**config.mk**
```make
export PLATFORM = sky130hd
export DESIGN_NAME = systolic_pe_mac
export DESIGN_NICKNAME = d
export VERILOG_FILES = /design/src/rtl/systolic_pe_mac.sv
export SDC_FILE = /design/constraint.sdc
export NUM_CORES = 1
export LEC_CHECK = 0
export ABC_AREA = 1
export ABC_CLOCK_PERIOD_IN_PS = 6900
export BUFFER_PORTS_ARGS = -buffer_cell sky130_fd_sc_hd__buf_4
export CAP_MARGIN = 25
export CORE_MARGIN = 1
export CORE_UTILIZATION = 55
export CTS_CLUSTER_DIAMETER = 80
export DETAILED_ROUTE_END_ITERATION = 12
export PLACE_DENSITY_LB_ADDON = 0.3
export REMOVE_ABC_BUFFERS = 1
export SLEW_MARGIN = 20
export SYNTH_ARGS = -nofsm -noshare
export SYNTH_HDL_FRONTEND = slang
export SYNTH_SLANG_ARGS = --single-unit
```
**constraint.sdc**
```tcl
create_clock -name clk -period 6.9 [get_ports clk]
set_clock_uncertainty 0.05 [all_clocks]
set_input_delay 1.38 -clock clk [delete_from_list [all_inputs] [get_ports clk]]
set_output_delay 1.38 -clock clk [all_outputs]
set_load 0.05 [all_outputs]
```
**src/rtl/systolic_pe_mac.sv**
```systemverilog
// Systolic-array processing element: forwards operands to its neighbours and
// accumulates pipelined products into saturating per-tile results.
module systolic_pe_mac #(
   parameter int DATA_WIDTH = 8,
   parameter int ACC_WIDTH  = 2*DATA_WIDTH+8,
   parameter int MUL_LAT    = 2
) (
   input  logic                  clk,
   input  logic                  rst,
   input  logic                  in_valid,
   input  logic [DATA_WIDTH-1:0] a_in,
   input  logic [DATA_WIDTH-1:0] b_in,
   input  logic                  last_in,
   input  logic                  signed_mode,
   output logic [DATA_WIDTH-1:0] a_out,
   output logic [DATA_WIDTH-1:0] b_out,
   output logic                  valid_out,
   output logic                  last_out,
   output logic                  signed_out,
   output logic [ACC_WIDTH-1:0]  res_data,
   output logic                  res_valid,
   input  logic                  res_ready,
   output logic                  res_sat,
   output logic                  ovf_err
);

   localparam int PW  = 2*DATA_WIDTH;
   localparam int EXT = ACC_WIDTH + 1 - PW;

   logic [DATA_WIDTH-1:0] a_q, b_q;
   logic                  valid_q, last_q, signed_q;

   logic [PW-1:0]         pipe_prod_q [MUL_LAT];
   logic [MUL_LAT-1:0]    pipe_vld_q, pipe_last_q, pipe_sgn_q;

   logic [ACC_WIDTH-1:0]  acc_q, acc_d;
   logic                  tile_sat_q, tile_sat_d;
   logic [ACC_WIDTH-1:0]  res_data_q, res_data_d;
   logic                  res_valid_q, res_valid_d;
   logic                  res_sat_q, res_sat_d;
   logic                  ovf_q, ovf_d;

   // Extending both operands to PW bits by the beat's mode lets one unsigned
   // multiplier produce either product exactly in its low PW bits.
   logic [PW-1:0] a_ext, b_ext, prod_in;
   assign a_ext   = {{DATA_WIDTH{signed_mode & a_in[DATA_WIDTH-1]}}, a_in};
   assign b_ext   = {{DATA_WIDTH{signed_mode & b_in[DATA_WIDTH-1]}}, b_in};
   assign prod_in = a_ext * b_ext;

   logic [PW-1:0]      arr_prod;
   logic               arr_vld, arr_last, arr_sgn;
   logic [ACC_WIDTH:0] acc_ext, prod_ext, sum;
   logic               clamp, new_res;
   logic [ACC_WIDTH-1:0] sat_val;

   assign arr_prod = pipe_prod_q[MUL_LAT-1];
   assign arr_vld  = pipe_vld_q[MUL_LAT-1];
   assign arr_last = pipe_last_q[MUL_LAT-1];
   assign arr_sgn  = pipe_sgn_q[MUL_LAT-1];

   // NOTE: every always_comb output gets a default first, so no path can infer a latch.
   always_comb begin
      acc_ext  = {arr_sgn & acc_q[ACC_WIDTH-1], acc_q};
      prod_ext = {{EXT{arr_sgn & arr_prod[PW-1]}}, arr_prod};
      sum      = acc_ext + prod_ext;
      clamp    = arr_sgn ? (sum[ACC_WIDTH] != sum[ACC_WIDTH-1]) : sum[ACC_WIDTH];
      sat_val  = sum[ACC_WIDTH-1:0];
      if (clamp) begin
         if (arr_sgn) sat_val = sum[ACC_WIDTH] ? {1'b1, {(ACC_WIDTH-1){1'b0}}}
                                               : {1'b0, {(ACC_WIDTH-1){1'b1}}};
         else         sat_val = {ACC_WIDTH{1'b1}};
      end

      new_res     = arr_vld & arr_last;
      acc_d       = acc_q;
      tile_sat_d  = tile_sat_q;
      res_data_d  = res_data_q;
      res_valid_d = res_valid_q;
      res_sat_d   = res_sat_q;
      ovf_d       = ovf_q;

      if (new_res) begin
         res_data_d  = sat_val;
         res_sat_d   = tile_sat_q | clamp;
         res_valid_d = 1'b1;
         ovf_d       = ovf_q | (res_valid_q & ~res_ready);
         acc_d       = '0;
         tile_sat_d  = 1'b0;
      end else begin
         if (arr_vld) begin
            acc_d      = sat_val;
            tile_sat_d = tile_sat_q | clamp;
         end
         if (res_ready) res_valid_d = 1'b0;
      end
   end

   // NOTE: sequential state uses non-blocking assignments only; blocking is reserved for always_comb.
   always_ff @(posedge clk) begin
      if (rst) begin
         a_q         <= '0;
         b_q         <= '0;
         valid_q     <= 1'b0;
         last_q      <= 1'b0;
         signed_q    <= 1'b0;
         // NOTE: product stages are cleared along with their valid bits so reset leaves no stale data anywhere.
         for (int i = 0; i < MUL_LAT; i++) pipe_prod_q[i] <= '0;
         pipe_vld_q  <= '0;
         pipe_last_q <= '0;
         pipe_sgn_q  <= '0;
         acc_q       <= '0;
         tile_sat_q  <= 1'b0;
         res_data_q  <= '0;
         res_valid_q <= 1'b0;
         res_sat_q   <= 1'b0;
         ovf_q       <= 1'b0;
      end else begin
         a_q      <= a_in;
         b_q      <= b_in;
         valid_q  <= in_valid;
         last_q   <= last_in;
         signed_q <= signed_mode;
         for (int i = MUL_LAT-1; i > 0; i--) begin
            pipe_prod_q[i] <= pipe_prod_q[i-1];
            pipe_vld_q[i]  <= pipe_vld_q[i-1];
            pipe_last_q[i] <= pipe_last_q[i-1];
            pipe_sgn_q[i]  <= pipe_sgn_q[i-1];
         end
         pipe_prod_q[0] <= prod_in;
         pipe_vld_q[0]  <= in_valid;
         pipe_last_q[0] <= in_valid & last_in;
         pipe_sgn_q[0]  <= in_valid & signed_mode;
         acc_q       <= acc_d;
         tile_sat_q  <= tile_sat_d;
         res_data_q  <= res_data_d;
         res_valid_q <= res_valid_d;
         res_sat_q   <= res_sat_d;
         ovf_q       <= ovf_d;
      end
   end

   assign a_out      = a_q;
   assign b_out      = b_q;
   assign valid_out  = valid_q;
   assign last_out   = last_q;
   assign signed_out = signed_q;
   assign res_data   = res_data_q;
   assign res_valid  = res_valid_q;
   assign res_sat    = res_sat_q;
   assign ovf_err    = ovf_q;

endmodule

```
==> key figures, run 1 <==
Finish
  • Design Area, Final: 9140 sq um
  • Ant. Diodes: 0
  • Finished Core Util: around 63%
  • Register Area: approximately 2200 sq um
  • Area delta synth->final: 10.5%
  • Area of the multi-input gates: 4960 sq um
  • Share of cells above drive strength 1: 8.52%
  • Fin cells: 1405
  • FILL cells: 1376
  • Final nets: 1362

Logic synthesis
  • Post-synth EDFFs: 0
  • Syn avg cell area: 7.01 sq um
  • Synth Warn #: 0
  • Gate Count Post-Synth: roughly 1200
  • Asr flop ratio synth: 0%
  • Most used DFF post-synth: dfxtp_1
  • Synthesized flop and latch total: 108
  • Synthesized area: 8270 sq um
  • Cell variety after synth: 34
  • Sequential fraction of the synthesis area: 26.2%

Die
  • DIE AREA: 15500 sq um
  • Effective utilization at floorplan: 56.7%
  • Row Count: 44
  • Core area: 14600 sq um
  • Die width: 125 um
  • Die Y: 125 um
  • IO Pins: 68

Flow run
  • MaxCap Viol Count: 0

Route
  • Vias/cell: ~5.0
  • DRC viols: 0
  • Vias: ~7000
  • Initial DRC count: 298
  • Final wirelength: about 18 mm
  • Antenna viol nets, final: 0
  • Wire length per cell: 12.9 um
  • First-pass iteration count of the detailed router: 5

Place
  • Placed cell count: 1392
  • Post-DP Area: 8810 sq um
  • Port Buf Inserts: 67
  • Dpl hpwl: between 10 and 15 mm
  • Placer Congestion: slightly above 0.9

Timing
  • Ratio of final minimum period to clock period: a little under nine tenths
  • Rel. slew slack: between 40% and 50%
  • Hold Vio Cnt, Final: 0
  • Least-Margin Pin Slew: roughly 0.85 ns
  • Slew Viols, Final: 0
  • Setup tns final: 0 ns
  • Final Critical Period: 5.95 ns
  • Final setup violation count: 0
  • RSZ-0062 raised after global routing: no
  • Max Freq: 168 MHz

Setup path
  • CP Data Required Time: 7.13 ns
  • Startpoint types: primary input
  • CP Max Fanout: 10
  • Critical path class: in2reg
  • Critical path arrival: around 6 ns
  • Crit end category: flip-flop

Global route
  • Vias in the first global route: 6958
  • Remaining global-route overflow: 0
  • Met3 Usage GRT: between 4 and 5%
  • GRT Resource Usage Total: 25.1%
  • GRT busiest layer: met2
  • Largest net degree at the start of global routing: 51
  • Met2 Usage GRT: 46.6%
  • Global-route wire length before repair: 31.8 mm
  • Antenna violations before repair: 1
  • GR Util met1: approximately 29%

Clocking
  • CTS buffer count: 9
  • Clock latency on the worst-skew pair: 0.35 ns
  • CTS tree: done
  • Clock root buffer: clkbuf_16
  • # hold bufs at CTS: 0
  • H-tree depth: 3
  • Post-CTS Setup Bufs: 0
  • Clk buf depth: 2
  • Clock Sinks: 108
  • Post_cts resized: 0
  • CTS clk-pin slew, worst paths: 0.07 ns

Power and ir drop
  • VDD IR-drop max: 0.000168 V
  • Pwr/cell area: 251 nW/um^2
  • Leak Pwr: 5.25 nW
  • Design Power: 2.30 mW

Min path
  • Hold Path Class: reg2reg

Status
  • Status: finished clean
[state kept, by name, indices dropped and copies added, names as in the netlist]
| register | cells |
|---|---|
| pipe_prod_q | 32 |
| acc_q | 24 |
| res_data | 24 |
| a_out | 8 |
| b_out | 8 |
| pipe_last_q | 2 |
| pipe_sgn_q | 2 |
| pipe_vld_q | 2 |
| last_out | 1 |
| ovf_err | 1 |
| res_sat | 1 |
| res_valid | 1 |
| signed_out | 1 |
| tile_sat_q | 1 |
[per-stage QoR]
stage / hold WS [ns] / setup slack (ns)
after floorplan: 0.338 / 1.11
after global placement: 0.339 / 0.719
after detailed placement: 0.342 / 0.569
after CTS: 0.350 / 0.922
after global routing: 0.369 / 0.535
final: 0.351 / 0.951
[synth_stat cells, types with 5 or more instances]
cell	count	area share, %
a21oi_1	40	2.4
buf_6	6	0.82
clkbuf_1	26	1.2
dfxtp_1	108	26
fa_1	64	16
ha_1	57	8.6
inv_1	248	11
nand2_1	306	14
nand2_2	8	0.61
nand3_1	65	3.9
nand4_1	14	1.1
nor2_1	136	6.2
nor2_2	5	0.38
nor3_1	13	0.79
o21ai_0	26	1.6
o21bai_1	6	0.54
xnor2_1	11	1.2
xor2_1	12	1.3
[cells in the final DEF, fill, tap and decap left out, types with 2 or more instances in the layout]
| cell type | instances |
|---|---|
| nand2_1 | 306 |
| inv_1 | 248 |
| nor2_1 | 135 |
| dfxtp_1 | 108 |
| buf_4 | 70 |
| nand3_1 | 65 |
| fa_1 | 64 |
| ha_1 | 57 |
| a21oi_1 | 40 |
| o21ai_0 | 26 |
| nand4_1 | 14 |
| nor3_1 | 13 |
| xor2_1 | 12 |
| xnor2_1 | 11 |
| clkbuf_16 | 9 |
| nand2_2 | 8 |
| nor2_2 | 6 |
| o21bai_1 | 6 |
| bufinv_16 | 3 |
| and2_1 | 2 |
| a21oi_2 | 2 |
| nand3_2 | 2 |
| or2_1 | 2 |
| a31oi_1 | 2 |
| o211ai_1 | 2 |
[cells by family (layout without fill, tap and decap cells)]
| group | Yosys count | count (layout) | synth area share, % |
|---|---|---|---|
| adder cells (fa/ha/maj) | 121 | 121 | 24.1 |
| AND/OR/NAND/NOR | 557 | 557 | 28.1 |
| XOR/XNOR | 23 | 23 | 2.44 |
| buffers and inverters | 289 | 331 | 13.8 |
| AO/OA/AOI/OAI | 81 | 81 | 5.39 |
| flip-flops | 108 | 108 | 26.2 |
[metal layers]
metal	wire length, um	vias to the layer above
li1	-	3604
met1	7880	3222
met2	9410	117
met3	559	25
met4	312	2
met5	10	-
[final timing paths]
path                           startpoint  cells after the start                            end  slack (ns)
max                               a_in[7]                     22  pipe_prod_q[0][13]$_SDFF_PP0_        0.95
min reg2reg  pipe_prod_q[0][6]$_SDFF_PP0_                      2  pipe_prod_q[0][22]$_SDFF_PP0_        0.35
min          pipe_prod_q[0][6]$_SDFF_PP0_                      2  pipe_prod_q[0][22]$_SDFF_PP0_        0.35
max reg2reg      pipe_sgn_q[1]$_SDFF_PP0_                     14         acc_q[13]$_SDFFE_PP0P_        3.79
[area by class of cell]
type                       instances  share of cell area (%)
inverter                         248                    10.2
clock inverter                     4                    1.08
clock buffer                       9                    2.47
timing repair buffer              70                    5.75
tap                              184                    2.52
multi-input combinational        782                    54.3
sequential                       108                    23.7
[worst max-delay path, stage by stage]
cell	delay (ns)
buf_4	0.14
nand2_1	0.14
nor2_1	0.27
inv_1	0.11
fa_1	0.54
inv_1	0.05
fa_1	0.52
fa_1	0.44
fa_1	0.55
inv_1	0.05
fa_1	0.50
inv_1	0.04
ha_1	0.34
inv_1	0.07
o31a_1	0.26
o21ai_0	0.27
nand2_1	0.10
nand2_1	0.07
nand2_1	0.04
nand2_1	0.07
o21ai_0	0.07
a21oi_1	0.15
[report_power, final]
part | switching, mW | internal [mW]
Sequential | 0.0220 | 0.689
Combinational | 0.624 | 0.384
Clock | 0.228 | 0.350
Total | 0.874 | 1.42
No activity file was read; power rests on OpenSTA's default activity.
==> inputs of run 2 (changes only) <==
Settings changed: CAP_MARGIN 25 to unset, CORE_ASPECT_RATIO set to 2, CORE_UTILIZATION 55 to 40.
==> run 2 against run 1 <==
Compared with the run above:
- the flow now finishes with violations (DRC)
- final area increased by 0.73%
- worst setup slack got worse by 0.027 ns
- total power decreased by 0.90%
- sequential share of layout area decreased by 0.17 points
- register-to-register slack got worse by 0.36 ns
- fmax decreased by 0.45%
- routed wire length increased by 16%
- global-route usage decreased by 4.3 points
- combinational power about the same
- via count increased by 3.0%
- final cell count increased by 6.0%
- core utilization decreased by 17 points
- critical endpoint unchanged
- largest cell class unchanged
==> key figures, run 2 (synthesis results as in run 1) <==
Finish
  • Area of the multi-input gates: 4970 sq um (+0.10%)
  • Area delta synth->final: 11.3%
  • Most common cell after layout, fill and taps aside: nand2_1
  • Max FFs per register: 32 (unchanged)
  • Design Area, Final: 9200 sq um (+0.73%)
  • Fin cells: 1489 (+6.0%)
  • Ant. Diodes: 0 (unchanged)
  • Register Area: 2160 sq um (unchanged)
  • Top reg by flops: pipe_prod_q
  • Final nets: 1361 (-0.073%)
  • FILL cells: 2154 (+57%)
  • Most frequent cells in the layout: 306 x nand2_1, 248 x inv_1, 135 x nor2_1
  • Finished Core Util: 45.2% (-17 points)
  • Share of cells above drive strength 1: 8.67% (+0.15 points)

Setup path
  • Startpoint types: primary input
  • Reg-to-reg startpoint: pipe_prod_q[0][31]$_SDFF_PP0_
  • Critical path arrival: 6.22 ns (+0.05 ns)
  • FF-to-FF End: acc_q[11]$_SDFFE_PP0P_
  • R2R cell count: 14 (unchanged)
  • CP Data Required Time: 7.14 ns (about the same)
  • Cell Chain, Critical Path: buf_4 > nand2_1 > nor2_1 > inv_1 > fa_1 > inv_1 > fa_1 > fa_1 > fa_1 > inv_1 > fa_1 > inv_1 > ha_1 > inv_1 > o31a_1 > o21ai_0 > nand2_1 > nand2_1 > nand2_1 > nand2_1 > o21ai_0 > a21oi_1
  • Crit end category: flip-flop
  • Worst setup path endpoint: pipe_prod_q[0][13]$_SDFF_PP0_
  • Slowest CP cell: fa_1
  • CP Max Fanout: 10 (unchanged)
  • Critical path class: in2reg
  • Crit. Startpoint: a_in[7]
  • CP peak stage delay: 0.54 ns (about the same)
  • Reg2reg setup slack: 3.43 ns (-0.36 ns)

Die
  • Core area: 20400 sq um (+40%)
  • Row Count: 74 (+68%)
  • DIE AREA: 21300 sq um (+37%)
  • Die width: 104 um (-17%)
  • Effective utilization at floorplan: 40.6% (-16 points)
  • Die Y: 205 um (+65%)
  • IO Pins: 68 (unchanged)

Global route
  • Antenna violations before repair: 0 (-1)
  • Remaining global-route overflow: 0 (unchanged)
  • Met3 Usage GRT: 2.34% (-1.7 points)
  • Met2 Usage GRT: 43.3% (-3.3 points)
  • Largest net degree at the start of global routing: 51 (unchanged)
  • Global-route wire length before repair: 34.5 mm (+8.7%)
  • GRT Resource Usage Total: 20.8% (-4.3 points)
  • GR Util met1: 18.1% (-11 points)
  • GRT busiest layer: met2
  • Vias in the first global route: 7309 (+5.0%)

Clocking
  • Post-CTS Setup Bufs: 0 (unchanged)
  • Clk buf depth: 2 (unchanged)
  • CTS clk-pin slew, worst paths: 0.08 ns (about the same)
  • CTS tree: done
  • H-tree depth: 3 (unchanged)
  • CTS buffer count: 9 (unchanged)
  • Clock root buffer: clkbuf_16
  • Clock Sinks: 108 (unchanged)
  • # hold bufs at CTS: 0 (unchanged)
  • Clock latency on the worst-skew pair: 0.36 ns (about the same)
  • Post_cts resized: 0 (unchanged)

Power and ir drop
  • NetSw: 0.946 mW (+8.2%)
  • Pint: 1.33 mW (-6.5%)
  • Gate power share: 45.9% (+2.0 points)
  • VDD IR-drop max: 0.000140 V (-17%)
  • Clock share of power: 22.8% (-2.4 points)
  • Pwr/cell area: 247 nW/um^2 (-1.6%)
  • Sw Share: 41.6% (+3.5 points)
  • Leak Pwr: 5.23 nW (-0.39%)
  • Seq pwr share: 31.3% (+0.3 points)

Timing
  • Ratio of final minimum period to clock period: 86.6% (+0.39 points)
  • Slew Viols, Final: 0 (unchanged)
  • Setup tns final: 0 ns (unchanged)
  • Max Freq: 167 MHz (-0.45%)
  • RSZ-0062 raised after global routing: no
  • Final Critical Period: 5.98 ns (+0.0266 ns)
  • Hold Vio Cnt, Final: 0 (unchanged)
  • Final setup violation count: 0 (unchanged)
  • Rel. slew slack: 39.9% (-3.6 points)
  • WHS: 0.354 ns (+0.00320 ns)
  • Least-Margin Pin Slew: 0.900 ns (+0.0545 ns)

Route
  • DRC viols: 1 (+1)
  • Initial DRC count: 275 (-7.7%)
  • Wire length per cell: 14.2 um (+9.6%)
  • First-pass iteration count of the detailed router: 9 (+4)
  • Vias: 7179 (+3.0%)
  • Vias/cell: 4.82 (-2.8%)
  • Antenna viol nets, final: 0 (unchanged)
  • Final wirelength: 21.1 mm (+16%)

Place
  • Dpl hpwl: 17.1 mm (+21%)
  • Port Buf Inserts: 67 (unchanged)
  • Placed cell count: 1473 (+5.8%)
  • Placer Congestion: 0.910 (-2.6%)
  • Post-DP Area: 8910 sq um (+1.1%)

Min path
  • Hold Path Class: reg2reg

Flow run
  • MaxCap Viol Count: 0 (unchanged)

Status
  • Failing checks: DRC
  • Status: complete, but fails checks
==> run 2: worst min path at each step <==
| stage | from | end | slack (ns) | cells past startpoint |
|---|---|---|---|---|
| global route | pipe_prod_q[0][0]$_SDFF_PP0_ | pipe_prod_q[0][16]$_SDFF_PP0_ | 0.38 | 2 |
| global placement | pipe_last_q[0]$_SDFF_PP0_ | pipe_last_q[1]$_SDFF_PP0_ | 0.34 | 2 |
| CTS | pipe_prod_q[0][8]$_SDFF_PP0_ | pipe_prod_q[0][24]$_SDFF_PP0_ | 0.36 | 2 |
| floorplan | pipe_last_q[0]$_SDFF_PP0_ | pipe_last_q[1]$_SDFF_PP0_ | 0.34 | 2 |
| finish | pipe_prod_q[0][11]$_SDFF_PP0_ | pipe_prod_q[0][27]$_SDFF_PP0_ | 0.35 | 2 |
| detailed placement | pipe_prod_q[0][8]$_SDFF_PP0_ | pipe_prod_q[0][24]$_SDFF_PP0_ | 0.35 | 2 |
==> run 2: layer usage <==
layer	vias to the layer above	routed length (um)
li1	3610	-
met1	3324	7050
met2	169	12100
met3	76	560
met4	0	1360
met5	-	0
==> run 2: metrics by stage <==
step,power [mW],setup slack (ns)
global route,2.49,0.498
finish,2.28,0.925
global placement,1.76,0.624
CTS,2.31,0.919
floorplan,1.51,1.11
detailed placement,1.77,0.554
==> run 2: critical path, delay by kind of cell <==
| family | cells | cell delay [ns] |
|---|---|---|
| compound gates | 4 | 0.80 |
| buf+inv | 6 | 0.46 |
| simple gates | 6 | 0.68 |
| fa+ha+maj | 6 | 2.87 |
==> run 2: power groups by stage <==
stage               combinational [mW]  clock (mW)  sequential [mW]
CTS                               1.06       0.533            0.713
global route                      1.22       0.555            0.719
global placement                  1.03           0            0.727
detailed placement                1.04           0            0.727
floorplan                        0.762           0            0.743
finish                            1.04       0.520            0.712
==> run 2: layout make-up <==
| cell class | instances | share of cell area [%] |
|---|---|---|
| clock buffers | 9 | 2.45 |
| clock inverters | 7 | 0.707 |
| inverters | 248 | 10.1 |
| multi-input cells | 782 | 54.0 |
| flip-flops and latches | 108 | 23.5 |
| well taps | 266 | 3.62 |
| repair buffers | 69 | 5.63 |
==> inputs of run 3 (changes only) <==
Settings changed: CORE_UTILIZATION 40 to 29.
==> run 3 against run 2 <==
Compared with the run above:
- routed wire length up 3.0%
- non-clock buffer count up 1
- final cell count up 6.1%
- critical endpoint unchanged
- register-to-register slack worse by 0.03 ns
- global-route usage down 5.3 points
- core utilization down 12 points
- combinational power about the same
- the flow now finishes without violations
==> key figures, run 3 (synthesis results as in run 1) <==
Status
  • Status: finished clean

Clocking
  • CTS clk-pin slew, worst paths: 0.08 ns (about the same)
  • Post-CTS Setup Bufs: 0 (unchanged)
  • CTS buffer count: 9 (unchanged)
  • Clock Sinks: 108 (unchanged)
  • Post_cts resized: 0 (unchanged)
  • CTS tree: done
  • Clock latency on the worst-skew pair: 0.37 ns (about the same)
  • H-tree depth: 3 (unchanged)
  • Clk buf depth: 2 (unchanged)
  • # hold bufs at CTS: 0 (unchanged)
  • Clock root buffer: clkbuf_16

Setup path
  • Critical path class: in2reg
  • Crit. Startpoint: a_in[7]
  • Startpoint types: primary input
  • Crit end category: flip-flop
  • CP Data Required Time: 7.15 ns (about the same)
  • Worst setup path endpoint: pipe_prod_q[0][13]$_SDFF_PP0_
  • FF-to-FF End: res_data[12]$_SDFFE_PP0P_
  • Reg2reg setup slack: 3.40 ns (-0.03 ns)
  • R2R cell count: 14 (unchanged)
  • CP Max Fanout: 10 (unchanged)
  • Critical path arrival: 6.24 ns (+0.02 ns)
  • Reg-to-reg startpoint: pipe_sgn_q[1]$_SDFF_PP0_

Die
  • Effective utilization at floorplan: 29.4% (-11 points)
  • Row Count: 87 (+18%)
  • Core area: 28100 sq um (+38%)
  • IO Pins: 68 (unchanged)
  • DIE AREA: 29200 sq um (+37%)
  • Die width: 121 um (+17%)
  • Die Y: 241 um (+17%)

Finish
  • Area delta synth->final: 12.9%
  • Most frequent cells in the layout: 306 x nand2_1, 248 x inv_1, 135 x nor2_1
  • Max FFs per register: 32 (unchanged)
  • Top reg by flops: pipe_prod_q
  • Final nets: 1362 (+0.073%)
  • Most common cell after layout, fill and taps aside: nand2_1
  • Ant. Diodes: 0 (unchanged)
  • Share of cells above drive strength 1: 8.74% (+0.075 points)
  • Fin cells: 1580 (+6.1%)

Global route
  • Remaining global-route overflow: 0 (unchanged)
  • Vias in the first global route: 7173 (-1.9%)
  • Antenna violations before repair: 0 (unchanged)
  • Global-route wire length before repair: 34.8 mm (+0.76%)
  • GRT Resource Usage Total: 15.5% (-5.3 points)
  • Largest net degree at the start of global routing: 51 (unchanged)

Power and ir drop
  • NetSw: 0.974 mW (+3.0%)
  • VDD IR-drop max: 0.000120 V (-14%)
  • Seq pwr share: 30.8% (-0.5 points)
  • Leak Pwr: 5.24 nW (+0.15%)
  • Pwr/cell area: 248 nW/um^2 (about the same)
  • Pint: 1.34 mW (+0.37%)
  • Clock share of power: 23.4% (+0.6 points)
  • Sw Share: 42.2% (+0.62 points)
  • Gate power share: 45.8% (about the same)

Route
  • Vias/cell: 4.49 (-6.8%)
  • DRC viols: 0 (-1)
  • First-pass iteration count of the detailed router: 11 (+2)
  • Initial DRC count: 277 (+0.73%)
  • Wire length per cell: 13.8 um (-3.0%)
  • Final wirelength: 21.7 mm (+3.0%)
  • Vias: 7102 (-1.1%)
  • Antenna viol nets, final: 0 (unchanged)

Place
  • Placed cell count: 1564 (+6.2%)
  • Pre-CTS WS: 0.522 ns (-0.0324 ns)
  • Placer Congestion: 0.926 (+1.8%)
  • Dpl hpwl: 17.5 mm (+2.6%)
  • Port Buf Inserts: 67 (unchanged)

Timing
  • Max Freq: 167 MHz (-0.22%)
  • Final WS setup: 0.912 ns (-0.0130 ns)
  • Least-Margin Pin Slew: 0.840 ns (-0.0597 ns)
  • Final Critical Period: 5.99 ns (+0.0130 ns)
  • Final setup violation count: 0 (unchanged)
  • Setup tns final: 0 ns (unchanged)
  • RSZ-0062 raised after global routing: no
  • Ratio of final minimum period to clock period: 86.8% (+0.19 points)
  • Hold Vio Cnt, Final: 0 (unchanged)
  • Rel. slew slack: 43.9% (+4.0 points)
  • Slew Viols, Final: 0 (unchanged)

Flow run
  • MaxCap Viol Count: 0 (unchanged)

Min path
  • Hold Path Class: reg2reg
## run 3: cell count changes in the layout (fill, tap and decap cells not counted)
| cell | before | now |
|---|---|---|
| inv_8 | 2 | 3 |
| buf_4 | 69 | 70 |
| nor2_2 | 5 | 6 |
| clkinv_4 | 1 | 0 |
| nor2_4 | 2 | 1 |
| clkinv_8 | 0 | 1 |
| inv_6 | 3 | 2 |
## run 3: cell type report
cell class | count | area, sq um
fill | 3109 | 18800
multi-input combinational | 782 | 4960
sequential | 108 | 2160
inverter | 248 | 931
timing repair buffer | 70 | 526
tap | 356 | 445
clock buffer | 9 | 225
clock inverter | 7 | 75.1
## run 3: per-stage QoR
step | hold slack, ns | cell area (sq um) | power [mW] | util, %
6_report | 0.353 | 9330 | 2.31 | 33.2
2_1_floorplan | 0.338 | 8050 | 1.51 | -
5_1_grt | 0.368 | 9330 | 2.53 | 33.2
4_1_cts | 0.358 | 9330 | 2.35 | 33.2
3_3_place_gp | 0.342 | 9030 | 1.77 | 32.1
3_5_place_dp | 0.345 | 9030 | 1.79 | 32.1
## run 3: per-layer routing
layer	up-vias	track usage, %	wire (um)
met2	127	31.8	12500
met3	57	2.01	523
li1	3613	-	-
met5	-	0	0
met4	0	9.61	1230
met1	3305	13.8	7440
## run 3: how the worst min path moves through the flow
stage / startpoint / endpoint / slack [ns] / cells after the start
floorplan: pipe_last_q[0]$_SDFF_PP0_ / pipe_last_q[1]$_SDFF_PP0_ / 0.34 / 2
global route: pipe_prod_q[0][8]$_SDFF_PP0_ / pipe_prod_q[0][24]$_SDFF_PP0_ / 0.37 / 2
detailed placement: pipe_prod_q[0][8]$_SDFF_PP0_ / pipe_prod_q[0][24]$_SDFF_PP0_ / 0.35 / 2
global placement: pipe_prod_q[0][9]$_SDFF_PP0_ / pipe_prod_q[0][25]$_SDFF_PP0_ / 0.34 / 2
CTS: pipe_prod_q[0][8]$_SDFF_PP0_ / pipe_prod_q[0][24]$_SDFF_PP0_ / 0.36 / 2
finish: pipe_prod_q[0][15]$_SDFF_PP0_ / pipe_prod_q[0][31]$_SDFF_PP0_ / 0.35 / 2
## run 3: worst max-delay path: stages
cell and delay (ns):
buf_4 0.14, nand2_1 0.17, nor2_1 0.29, inv_1 0.11
fa_1 0.53, inv_1 0.05, fa_1 0.52, fa_1 0.45
fa_1 0.54, inv_1 0.05, fa_1 0.50, inv_1 0.04
ha_1 0.34, inv_1 0.07, o31a_1 0.27, o21ai_0 0.33
nand2_1 0.09, nand2_1 0.07, nand2_1 0.04, nand2_1 0.07
o21ai_0 0.07, a21oi_1 0.12
## run 3: power groups by stage
| stage | logic [mW] | registers (mW) | clock network [mW] |
|---|---|---|---|
| 4_1_cts | 1.08 | 0.712 | 0.561 |
| 2_1_floorplan | 0.762 | 0.743 | 0 |
| 5_1_grt | 1.23 | 0.718 | 0.587 |
| 3_3_place_gp | 1.05 | 0.726 | 0 |
| 6_report | 1.06 | 0.711 | 0.541 |
| 3_5_place_dp | 1.06 | 0.726 | 0 |
